===== src/rtl/cell_vec_tester_if.sv =====
// Signal bundle between the vector tester and its environment (stimulus
// source plus the 3-input complex-gate cell under test). The expected truth
// table is carried as expect_tt because "expect" is a reserved word.
interface cell_vec_tester_if;
  logic       start;
  logic [7:0] expect_tt;
  logic [3:0] settle;
  logic       nq;
  logic       i0;
  logic       i1;
  logic       i2;
  logic       busy;
  logic       done;
  logic       pass;
  logic [3:0] errcnt;
  logic       fail_valid;
  logic [2:0] fail_vec;

  // Environment side: issues run requests and returns the cell output
  modport master (
    output start, expect_tt, settle, nq,
    input  i0, i1, i2, busy, done, pass, errcnt, fail_valid, fail_vec
  );

  // Tester side
  modport slave (
    input  start, expect_tt, settle, nq,
    output i0, i1, i2, busy, done, pass, errcnt, fail_valid, fail_vec
  );
endinterface


===== src/rtl/cell_vec_tester.sv =====
// Exhaustive 3-input cell tester: walks vectors 0..7, drives them onto the
// cell, waits a programmable settle time, samples nq and compares it with the
// latched expected truth table. Reports mismatch count, first failing vector
// and an overall pass flag. nq is sampled directly as a synchronous input.
module cell_vec_tester (
  input  logic               ck,
  input  logic               rst,
  cell_vec_tester_if.slave   bus
);

  typedef enum logic [2:0] {
    IDLE   = 3'd0,
    APPLY  = 3'd1,
    SETTLE = 3'd2,
    SAMPLE = 3'd3,
    DONE   = 3'd4
  } state_t;

  state_t     r_state;
  logic [7:0] r_expect;
  logic [3:0] r_settle;
  logic [3:0] r_cnt;
  logic [2:0] r_vec;
  logic [2:0] r_drive;
  logic       r_busy;
  logic       r_done;
  logic       r_pass;
  logic [3:0] r_errcnt;
  logic       r_fail_valid;
  logic [2:0] r_fail_vec;

  logic       w_mismatch;

  // Compare the cell output against the latched truth table entry for this vector
  assign w_mismatch = (bus.nq != r_expect[r_vec]);

  // Run sequencer: every output is registered here, reset forces an idle, all-zero state
  always_ff @(posedge ck or posedge rst) begin
    if (rst) begin
      r_state      <= IDLE;
      r_expect     <= 8'd0;
      r_settle     <= 4'd0;
      r_cnt        <= 4'd0;
      r_vec        <= 3'd0;
      r_drive      <= 3'd0;
      r_busy       <= 1'b0;
      r_done       <= 1'b0;
      r_pass       <= 1'b0;
      r_errcnt     <= 4'd0;
      r_fail_valid <= 1'b0;
      r_fail_vec   <= 3'd0;
    end else begin
      r_done <= 1'b0;
      case (r_state)
        IDLE: begin
          if (bus.start) begin
            // Freeze the run configuration so later input changes cannot disturb it
            r_expect     <= bus.expect_tt;
            r_settle     <= bus.settle;
            r_vec        <= 3'd0;
            r_errcnt     <= 4'd0;
            r_pass       <= 1'b0;
            r_fail_valid <= 1'b0;
            r_fail_vec   <= 3'd0;
            r_busy       <= 1'b1;
            r_state      <= APPLY;
          end
        end
        APPLY: begin
          r_drive <= r_vec;
          if (r_settle == 4'd0) begin
            r_state <= SAMPLE;
          end else begin
            r_cnt   <= r_settle;
            r_state <= SETTLE;
          end
        end
        SETTLE: begin
          // Leaving on a count of 1 gives exactly settle cycles in this state
          r_cnt <= r_cnt - 4'd1;
          if (r_cnt == 4'd1) begin
            r_state <= SAMPLE;
          end
        end
        SAMPLE: begin
          // At most 8 mismatches per run, so the 4-bit count never wraps
          if (w_mismatch) begin
            r_errcnt <= r_errcnt + 4'd1;
            if (!r_fail_valid) begin
              r_fail_valid <= 1'b1;
              r_fail_vec   <= r_vec;
            end
          end
          if (r_vec == 3'd7) begin
            r_done  <= 1'b1;
            r_drive <= 3'd0;
            r_vec   <= 3'd0;
            r_pass  <= (r_errcnt == 4'd0) && !w_mismatch;
            r_state <= DONE;
          end else begin
            r_vec   <= r_vec + 3'd1;
            r_state <= APPLY;
          end
        end
        DONE: begin
          r_busy  <= 1'b0;
          r_state <= IDLE;
        end
        default: begin
          r_state <= IDLE;
        end
      endcase
    end
  end

  assign bus.i0         = r_drive[0];
  assign bus.i1         = r_drive[1];
  assign bus.i2         = r_drive[2];
  assign bus.busy       = r_busy;
  assign bus.done       = r_done;
  assign bus.pass       = r_pass;
  assign bus.errcnt     = r_errcnt;
  assign bus.fail_valid = r_fail_valid;
  assign bus.fail_vec   = r_fail_vec;

endmodule


===== src/flat_wrapper.sv =====
// flat-port wrapper written by rule: the top's interface ports become plain ports
module cell_vec_tester_flat 
  (ck, rst, bus_start, bus_expect_tt, bus_settle, bus_nq, bus_i0, bus_i1, bus_i2, bus_busy, bus_done, bus_pass, bus_errcnt, bus_fail_valid, bus_fail_vec);
  cell_vec_tester_if bus_i ();
  input  logic ck;
  input  logic rst;
  input wire logic [$bits(bus_i.start)-1:0] bus_start;
  input wire logic [$bits(bus_i.expect_tt)-1:0] bus_expect_tt;
  input wire logic [$bits(bus_i.settle)-1:0] bus_settle;
  input wire logic [$bits(bus_i.nq)-1:0] bus_nq;
  output wire logic [$bits(bus_i.i0)-1:0] bus_i0;
  output wire logic [$bits(bus_i.i1)-1:0] bus_i1;
  output wire logic [$bits(bus_i.i2)-1:0] bus_i2;
  output wire logic [$bits(bus_i.busy)-1:0] bus_busy;
  output wire logic [$bits(bus_i.done)-1:0] bus_done;
  output wire logic [$bits(bus_i.pass)-1:0] bus_pass;
  output wire logic [$bits(bus_i.errcnt)-1:0] bus_errcnt;
  output wire logic [$bits(bus_i.fail_valid)-1:0] bus_fail_valid;
  output wire logic [$bits(bus_i.fail_vec)-1:0] bus_fail_vec;
  assign bus_i.start = bus_start;
  assign bus_i.expect_tt = bus_expect_tt;
  assign bus_i.settle = bus_settle;
  assign bus_i.nq = bus_nq;
  assign bus_i0 = bus_i.i0;
  assign bus_i1 = bus_i.i1;
  assign bus_i2 = bus_i.i2;
  assign bus_busy = bus_i.busy;
  assign bus_done = bus_i.done;
  assign bus_pass = bus_i.pass;
  assign bus_errcnt = bus_i.errcnt;
  assign bus_fail_valid = bus_i.fail_valid;
  assign bus_fail_vec = bus_i.fail_vec;
  cell_vec_tester u_core (.ck(ck), .rst(rst), .bus(bus_i));
endmodule

===== config.mk =====
export PLATFORM = sky130hd
export DESIGN_NAME = cell_vec_tester_flat
export DESIGN_NICKNAME = d
export VERILOG_FILES = /design/src/rtl/cell_vec_tester_if.sv /design/src/rtl/cell_vec_tester.sv /design/src/flat_wrapper.sv
export SDC_FILE = /design/constraint.sdc
export NUM_CORES = 1
export LEC_CHECK = 0
export ABC_AREA = 1
export BUFFER_PORTS_ARGS = -buffer_cell sky130_fd_sc_hd__buf_4
export CELL_PAD_IN_SITES_DETAIL_PLACEMENT = 0
export CELL_PAD_IN_SITES_GLOBAL_PLACEMENT = 1
export CORE_ASPECT_RATIO = 2
export CORE_MARGIN = 3
export CORE_UTILIZATION = 40
export CTS_CLUSTER_DIAMETER = 60
export DETAILED_ROUTE_END_ITERATION = 8
export GPL_TIMING_DRIVEN = 0
export PLACE_DENSITY_LB_ADDON = 0.1
export SLEW_MARGIN = 15
export SYNTH_ARGS = -nofsm -noshare
export SYNTH_HDL_FRONTEND = slang
export SYNTH_SLANG_ARGS = --single-unit

===== constraint.sdc =====
create_clock -name ck -period 1.65 [get_ports ck]
set_clock_uncertainty 0.05 [all_clocks]
set_input_delay 0.2475 -clock ck [delete_from_list [all_inputs] [get_ports ck]]
set_output_delay 0.2475 -clock ck [all_outputs]
set_load 0.01 [all_outputs]

==> out/metrics.cfg, run 1 <==
[run_status]
status=finished clean

[grt]
grt_max_degree=37
grt_usage_pct=16.84
grt_pass1_vias=1487
antenna_found_initial=0
grt_overflow_total=0
grt_pass1_wl_mm=6.603

[floorplan]
die_y_um=98.31
pin_count=30
core_sq_mm=0.004088
start_util_pct=41.69
die_w_um=52.16
fp-row-count=33
die_area_sq_mm=0.005127

[timing]
fin_crit_sh_pct=96.34
slew_viol_final=0
relSlewSlack_pct=48.99
tightest_slew_ns=0.7641
hold_slack_ns=0.04089
setup_viol=0
hold_violations=0
fmax_mhz=629.1
final_period_minus_worst_setup_slack_ns=1.590
rsz0062_at_grt=yes
fin_setup_tns_ns=0

[power]
swShare_pct=39.75
power_density_mw_per_mm2=1811
pwr-share-clk_pct=19.3
power_uw=3961
p_seq_share_pct=37.2
switching_power_uw=1574
vdd_drop_max_uv=1112
p_int_uw=2387
combPwrFrac_pct=43.5
p_leak_uw=0.001133

[critical_path]
critPathSlowestCell=dfrtp_1
start_kind=flip-flop
cp_top_family=simple AND/OR/NAND/NOR gates
cp-end-kind=flip-flop
worstPathCellList=nor3_1, nand2_2, inv_2, buf_2, o21ai_0
crit_path_max_fanout=10
cp_data_arrival_time_ns=1.70
crit_type=flip-flop to flip-flop
required_ns=1.76
path_buf_inv=2
critical-path-max-stage-delay_ns=0.46
cp.depth=5
worst-r2r-cell-count=5

[drt]
vias_per_cell=5.000
drc=0
drt-pass1-iter-count=4
vias=1465
drt-initial-drc-count=24
drt-wirelength-per-cell_um=12.79
postRouteAntennaNets=0
drt_wl_total_mm=3.747

[clock_tree]
clkTransAtPathRegs_ns=0.08
clk_latency_ns=0.29
cts_made_buffers=5
cts-htree-levels=2
ctsHoldBuffers=0
cts_sinks=36
clock-root-buffer=clkbuf_8
clk_path_buf_depth=2
cts_tree=built

[min_path]
hp-class=input pin to asynchronous set/reset pin

[synth]
synth_seq_cells=36
yosysUniqueCellTypes=25
yosys.area.top_type_share_pct=52.86
synthesis.area_sq_mm=0.001704
post_synth_inst_count=197
synth_enable_flop_cells=0
yosysWarnings=0
synth_top_cell_by_area=dfrtp_1
syn_nets=219
synthArstFlopShare_pct=100.0
synth-seq-area-share_pct=52.86
synthTopCellsByCount=nand2_1, dfrtp_1, inv_1
syn_area_per_cell_sq_um=8.650
synth_area_leaders=dfrtp_1, nand2_1, nand3_1
yosysMostFrequentCell=nand2_1
synth_flop_cell=dfrtp_1

[final_layout]
nets=262
syn_to_final_growth_pct=28.34
final_util_pct=53.50
drive_above_1_share_pct=26.97
antenna_cells=0

[run]
cap_violations=0

[placed_design]
dp_hpwl_mm=2.767
port_buffers=29
gp_congestion=0.7761

-- worst paths after layout --
check                                    endpoint                    from  slack, ns
max                            u_core.r_expect[1]       u_core.r_state[0]       0.06
min                            u_core.r_settle[0]                     rst       0.04
max reg2reg                    u_core.r_expect[1]       u_core.r_state[0]       0.06
min reg2reg                u_core.bus.fail_vec[0]  u_core.bus.fail_vec[0]       0.46
max in group asynchronous         u_core.r_vec[0]                     rst       0.97
min in group ck                u_core.r_settle[1]           bus_settle[1]       0.10
-- placed cells by master, fill, tap and decap left out, types with 2 or more instances in the layout --
master and count:
nor4_1 2, a21oi_1 2, nand3_2 3, nand2_4 2
buf_4 36, nand4_1 4, buf_2 2, nor2_1 7
nand3_1 20, nor3_1 4, o21ai_1 8, nand2_1 41
dfrtp_1 35, nand2_2 2, o21ai_0 18, inv_1 23
inv_2 6, clkbuf_8 5, xor2_1 2, ha_1 6
-- flip-flops by register name (all words and copies together), names as in the netlist, 3 cells and up --
register and flops:
u_core.r_drive 3, u_core.r_settle 4, u_core.bus.fail_vec 3, u_core.r_expect 8, u_core.r_vec 3, u_core.r_state 3
u_core.bus.errcnt 4, u_core.r_cnt 4
-- layer usage --
layer,part of all wire [%],vias up,track usage (%)
li1,-,733,-
met1,40,698,19.18
met2,54,25,29.39
met3,3.4,9,3.664
met4,2.5,0,6.693
met5,0,-,0
-- power groups by stage --
stage	registers [uW]	clock network [uW]	logic, uW
after detailed placement	1480	0	1510
after CTS	1470	783	1530
after global placement	1470	0	1470
after floorplan	1460	0	1030
after global routing	1520	812	2010
final	1470	766	1720
-- metrics by stage --
step / cells / cell area, sq um / setup slack [ns]
after floorplan: 197 / 1704 / 0.2494
after global placement: 278 / 1987 / 0.001083
after detailed placement: 278 / 1987 / -0.03355
after CTS: 286 / 2105 / 0.02177
after global routing: 293 / 2187 / -0.1015
final: 293 / 2187 / 0.06041
-- logic make-up after synthesis --
family	share of synthesized area (%)
simple gates	23.72
buf+inv	7.415
xor+xnor	1.542
fa+ha+maj	4.405
flops	52.86
compound gates	10.06
-- area by class of cell --
class	instances	area, sq um
multi-input cells	128	708.2
clock buffers	5	68.82
flip-flops and latches	36	902.1
fillers	393	1901
plain buffers	3	15.01
clock inverters	3	42.54
inverters	30	115.1
repair buffers	36	270.3
well taps	52	65.06
-- repair_timing --
item                       4_1_cts  5_1_grt
buffers inserted                 0        7
setup endpoints to repair       11       30
pin swaps                        0        2
gates resized for setup          3        7
Note: power is estimated with default switching activity, not from simulation.
==> run 2, diff against run 1 <==
==> constraint.sdc (replaced) <==
create_clock -name ck -period 2 [get_ports ck]
set_clock_uncertainty 0.05 [all_clocks]
set_input_delay 0.3 -clock ck [delete_from_list [all_inputs] [get_ports ck]]
set_output_delay 0.3 -clock ck [all_outputs]
set_load 0.01 [all_outputs]
==> run 2 against run 1 <==
  * Worst setup slack improved by 0.25 ns
  * Sequential share of layout area is 1.7 points higher
  * Global-route usage is the same
  * Routed wire length down 2.7%
  * Clock power decreased by 17%
  * Clock-buffer cell count unchanged
  * First-iteration DRC count grew 25%
  * Combinational power shrank 29%
  * Critical endpoint is now u_core.bus.errcnt[3]
==> out/metrics.cfg, run 2 (synthesized netlist as in run 1, its figures left out) <==
[final_layout]
largest_register_ffs=8
final_area_sq_mm=0.002098
antenna_cells=0
nets=255
regMostFlops=u_core.r_expect
final_common_cell=nand2_1
syn_to_final_growth_pct=23.13
drive_above_1_share_pct=21.79
layout_common_cells=nand2_1, dfrtp_1, buf_4

[grt]
grt_overflow_total=0
grt_pass1_wl_mm=6.603
grt_pass1_vias=1487
grt_usage_pct=16.84
grt_max_degree=37
antenna_found_initial=0

[drt]
postRouteAntennaNets=0
drt-wirelength-per-cell_um=12.74
drt-pass1-iter-count=4
drc=0
vias=1418
drt-initial-drc-count=30
vias_per_cell=4.958
drt_wl_total_mm=3.645

[placed_design]
dp_hpwl_mm=2.767
port_buffers=29
place_area_sq_mm=0.001987
gp_congestion=0.7761

[clock_tree]
cts_resized=0
clock-root-buffer=clkbuf_8
cts_made_buffers=5
cts-htree-levels=2
clk_path_buf_depth=2
cts_setup_buffers=0
clk_latency_ns=0.29
clkTransAtPathRegs_ns=0.08
ctsHoldBuffers=0
cts_sinks=36
cts_tree=built

[critical_path]
required_ns=2.12
cp-end-kind=flip-flop
crit_path_frequent_cell=nand2_1
critical-path-max-stage-delay_ns=0.48
timing.rr.start=u_core.r_vec[0]
worstPathCellList=inv_2, nand2_1, nand3_1, nand3_1, nand2_1, nand2_1, nand2_2, nand2_1, nand3_1, o21ai_1
crit_type=flip-flop to flip-flop
start_kind=flip-flop
cp-startpoint=u_core.r_vec[0]
crit_path_max_fanout=8
critPathSlowestCell=dfrtp_1
cp_data_arrival_time_ns=1.81

[timing]
hold_violations=0
tightest_slew_ns=0.7575
final_period_minus_worst_setup_slack_ns=1.689
fin_crit_sh_pct=84.45
fin_setup_tns_ns=0
fmax_mhz=592.1
slew_viol_final=0
rsz0062_at_grt=no
setup_viol=0
relSlewSlack_pct=49.43

[floorplan]
die_w_um=52.16
pin_count=30
die_y_um=98.31
die_area_sq_mm=0.005127
core_sq_mm=0.004088
start_util_pct=41.69
fp-row-count=33

[power]
p_leak_uw=0.001081
power_uw=3064
vdd_drop_max_uv=894.0
power_density_mw_per_mm2=1460

[min_path]
hp-class=input pin to asynchronous set/reset pin

[run]
cap_violations=0

[run_status]
status=finished clean

run 2: changes by cell type in the layout (fill, tap and decap cells not counted), moves of 2 or more:
cell     delta
buf_4       -7
nand2_1     +2
nand2_4     -2
nand3_1     +2
nand3_2     -2
run 2: worst paths after layout:
kind	to	slack, ns	cells after the start
setup / recovery	u_core.bus.errcnt[3]	0.31	10
hold / removal	u_core.r_settle[0]	0.09	2
min in group ck	u_core.r_settle[1]	0.15	3
setup reg to reg	u_core.bus.errcnt[3]	0.31	10
max in group asynchronous	u_core.bus.fail_valid	1.31	2
hold reg to reg	u_core.bus.fail_vec[0]	0.46	2
run 2: metrics by stage:
step | util [%] | hold slack [ns] | setup WS, ns | instances
after floorplan | - | 0.3596 | 0.5994 | 197
after global placement | 48.61 | 0.4430 | 0.3246 | 278
after detailed placement | 48.61 | 0.4413 | 0.3165 | 278
after CTS | 51.33 | 0.1205 | 0.2968 | 286
after global routing | 51.33 | 0.1490 | 0.03023 | 286
final | 51.33 | 0.08833 | 0.3111 | 286
run 2: final cells by class:
cell class | count | area [sq um]
clock inverter | 3 | 42.54
timing repair buffer | 29 | 217.7
tap | 52 | 65.06
multi-input combinational | 128 | 676.9
clock buffer | 5 | 68.82
fill | 399 | 1989
sequential | 36 | 900.9
inverter | 30 | 112.6
buffer | 3 | 13.76
run 2: power breakdown:
group	switching [uW]	total, uW	internal, uW
Sequential	201	1210	1010
Combinational	759	1220	465
Clock	264	633	369
run 2: critical path: cells and delay by family, from the launching register on:
family | cells | cell delay, ns
simple gates | 8 | 0.81
flops | 1 | 0.48
buf+inv | 1 | 0.15
compound gates | 1 | 0.07
run 2: metal layers:
metal	GRT usage, %	vias up	wire length, um
li1	-	719	-
met1	19.18	669	1465
met2	29.39	23	1976
met3	3.664	7	130
met4	6.693	0	72
met5	0	-	0
==> run 3, diff against run 2 <==
--- a/config.mk
+++ b/config.mk
@@ -5,13 +5,13 @@
 export SDC_FILE = /design/constraint.sdc
 export NUM_CORES = 1
 export LEC_CHECK = 0
-export ABC_AREA = 1
+export ABC_AREA = 0
 export BUFFER_PORTS_ARGS = -buffer_cell sky130_fd_sc_hd__buf_4
 export CELL_PAD_IN_SITES_DETAIL_PLACEMENT = 0
 export CELL_PAD_IN_SITES_GLOBAL_PLACEMENT = 1
 export CORE_ASPECT_RATIO = 2
 export CORE_MARGIN = 3
-export CORE_UTILIZATION = 40
+export CORE_UTILIZATION = 38
 export CTS_CLUSTER_DIAMETER = 60
 export DETAILED_ROUTE_END_ITERATION = 8
 export GPL_TIMING_DRIVEN = 0
==> constraint.sdc (replaced) <==
create_clock -name ck -period 1.4 [get_ports ck]
set_clock_uncertainty 0.05 [all_clocks]
set_input_delay 0.21 -clock ck [delete_from_list [all_inputs] [get_ports ck]]
set_output_delay 0.21 -clock ck [all_outputs]
set_load 0.01 [all_outputs]
==> run 3 against run 2 <==
  * The run now ends with setup timing left
  * Via count is 7.5% higher
  * Sequential share of layout area decreased by 8.6 points
  * Clock-buffer cell count increased by 1
  * Routed wire length is 20% higher
  * First-iteration DRC count shrank 37%
  * Final cell count increased by 5.2%
  * Sequential power grew 51%
==> out/metrics.cfg, run 3 <==
[run_status]
status=complete, but fails checks
failed_checks=setup timing

[final_layout]
seq_area_sq_um=902.1
syn_to_final_growth_pct=42.72
final_cells=301
multi_input_area_sq_um=985.9
largest_register_ffs=8
final_area_sq_mm=0.002625
antenna_cells=0
final_common_cell=buf_4
drive_above_1_share_pct=44.31
nets=267
regMostFlops=u_core.r_expect
layout_common_cells=buf_4, nand2_1, dfrtp_1
nFillCells=434

[floorplan]
fp-row-count=35
pin_count=30
die_area_sq_mm=0.005762
start_util_pct=39.62
core_sq_mm=0.004642
die_y_um=104.4
die_w_um=55.20

[clock_tree]
cts_tree=built
ctsHoldBuffers=0
clkTransAtPathRegs_ns=0.08
cts-htree-levels=2
clk_latency_ns=0.29
clk_path_buf_depth=2
cts_sinks=36
cts_made_buffers=5
clock-root-buffer=clkbuf_8

[synth]
synth_flop_cell=dfrtp_1
synth_top_cell_by_area=dfrtp_1
synthTopCellsByCount=nand2_1, dfrtp_1, inv_1
post_synth_inst_count=188
synth_area_leaders=dfrtp_1, nand2_1, ha_1
yosysWarnings=0
synthArstFlopShare_pct=100.0
synth_enable_flop_cells=0
synth_seq_cells=36
syn_nets=210
yosys.area.top_type_share_pct=48.98
synthesis.area_sq_mm=0.001839
synth-seq-area-share_pct=48.98
syn_area_per_cell_sq_um=9.783
yosysMostFrequentCell=nand2_1
yosysUniqueCellTypes=43

[grt]
grt_pass1_wl_mm=7.320
grt_pass1_vias=1578
grt_use_met2_pct=29.32
grt_overflow_total=0
grt_max_degree=37
grt_usage_pct=17.16
use_met1_pct=20.13
busiest_layer=met2
grt.met3_usage_pct=3.156
antenna_found_initial=0

[power]
power_density_mw_per_mm2=2121
power_uw=5568
p_leak_uw=0.001227
vdd_drop_max_uv=1138

[placed_design]
place_inst=272
dp_hpwl_mm=2.882
port_buffers=29
pre_cts_ws_ns=-0.3922
gp_congestion=0.7339
place_area_sq_mm=0.002158

[timing]
fin_crit_sh_pct=128.3
hold_violations=0
slew_viol_final=0
final_period_minus_worst_setup_slack_ns=1.796
tightest_slew_ns=0.7471
hold_slack_ns=0.002238
worst_slack_ns=-0.3961
setup_viol=14
fmax_mhz=556.8
rsz0062_at_grt=yes
relSlewSlack_pct=50.12

[critical_path]
cp-end-kind=flip-flop
required_ns=1.51
crit_type=flip-flop to flip-flop
crit_path_max_fanout=7
start_kind=flip-flop
cp_data_arrival_time_ns=1.90

[drt]
postRouteAntennaNets=0
drc=0
drt_wl_total_mm=4.363
vias=1524
drt-wirelength-per-cell_um=14.50
drt-pass1-iter-count=4
drt-initial-drc-count=19
vias_per_cell=5.063

[run]
cap_violations=0

[min_path]
hp-class=input pin to asynchronous set/reset pin

[run 3: cell types whose count changed in the layout (fill, tap and decap cells not counted), moves of 7 or more]
| cell | delta |
|---|---|
| buf_6 | +9 |
| o21ai_1 | -7 |
| nand2_2 | +10 |
| inv_1 | -12 |
| nand3_1 | -17 |
| buf_4 | +15 |
| o21ai_0 | -13 |
[run 3: worst paths after layout]
check | from | to | slack [ns] | depth (start not counted)
setup / recovery | u_core.r_vec[0] | u_core.bus.errcnt[2] | -0.40 | 7
hold / removal | rst | u_core.bus.errcnt[1] | 0.002 | 2
min in group ck | bus_expect_tt[4] | u_core.r_expect[4] | 0.06 | 3
setup reg to reg | u_core.r_vec[0] | u_core.bus.errcnt[2] | -0.40 | 7
hold reg to reg | u_core.bus.pass | u_core.bus.pass | 0.43 | 2
max in group asynchronous | rst | u_core.r_state[1] | 0.76 | 2
[run 3: worst max-delay path, stage by stage (launching register included)]
cell	delay [ns]
dfrtp_1	0.38
buf_6	0.16
mux2i_2	0.23
nand3_2	0.18
and4_1	0.25
buf_6	0.13
o211ai_1	0.14
o221ai_1	0.13
[run 3: layout make-up]
cell class | instances | share of cell area [%]
Multi-Input combinational cell | 131 | 37.56
Sequential cell | 36 | 34.37
Timing Repair Buffer | 50 | 16.21
Buffer | 8 | 3.861
Clock buffer | 6 | 3.146
Tap cell | 55 | 2.622
Inverter | 13 | 1.859
Clock inverter | 2 | 0.3813
[run 3: per-layer routing]
layer / up-vias / share of wire [%]
met5: - / 0
met4: 0 / 2.4
met3: 11 / 2.9
met2: 31 / 56
met1: 727 / 38
li1: 755 / -
[run 3: logic make-up (layout without fill, tap and decap cells)]
logic type | after synthesis | count (layout) | synth area share, %
compound gates | 32 | 32 | 13.20
xor+xnor | 2 | 2 | 0.9526
fa+ha+maj | 6 | 6 | 4.082
buf+inv | 21 | 79 | 5.578
flops | 36 | 36 | 48.98
mux | 8 | 8 | 5.238
simple gates | 83 | 83 | 21.97
[run 3: power by group]
| part | switching [uW] | internal, uW | total (uW) |
|---|---|---|---|
| combinational | 1420 | 1540 | 2970 |
| sequential | 374 | 1460 | 1830 |
| clock | 379 | 393 | 772 |
| total | 2180 | 3390 | 5570 |
[run 3: metrics by stage]
stage               setup TNS (ns)  utilization, %
global route                -5.084           56.55
floorplan                   -1.631               -
global placement            -13.46           46.50
detailed placement          -7.793           46.50
CTS                         -3.176           52.32
finish                      -3.698           56.55
[run 3: what timing repair did]
item / in CTS / in global routing
resized for setup: 19 / 29
endpoints found under the setup margin: 33 / 27
pin swaps: 7 / 25
cloned: 0 / 2
buffers inserted: 12 / 7
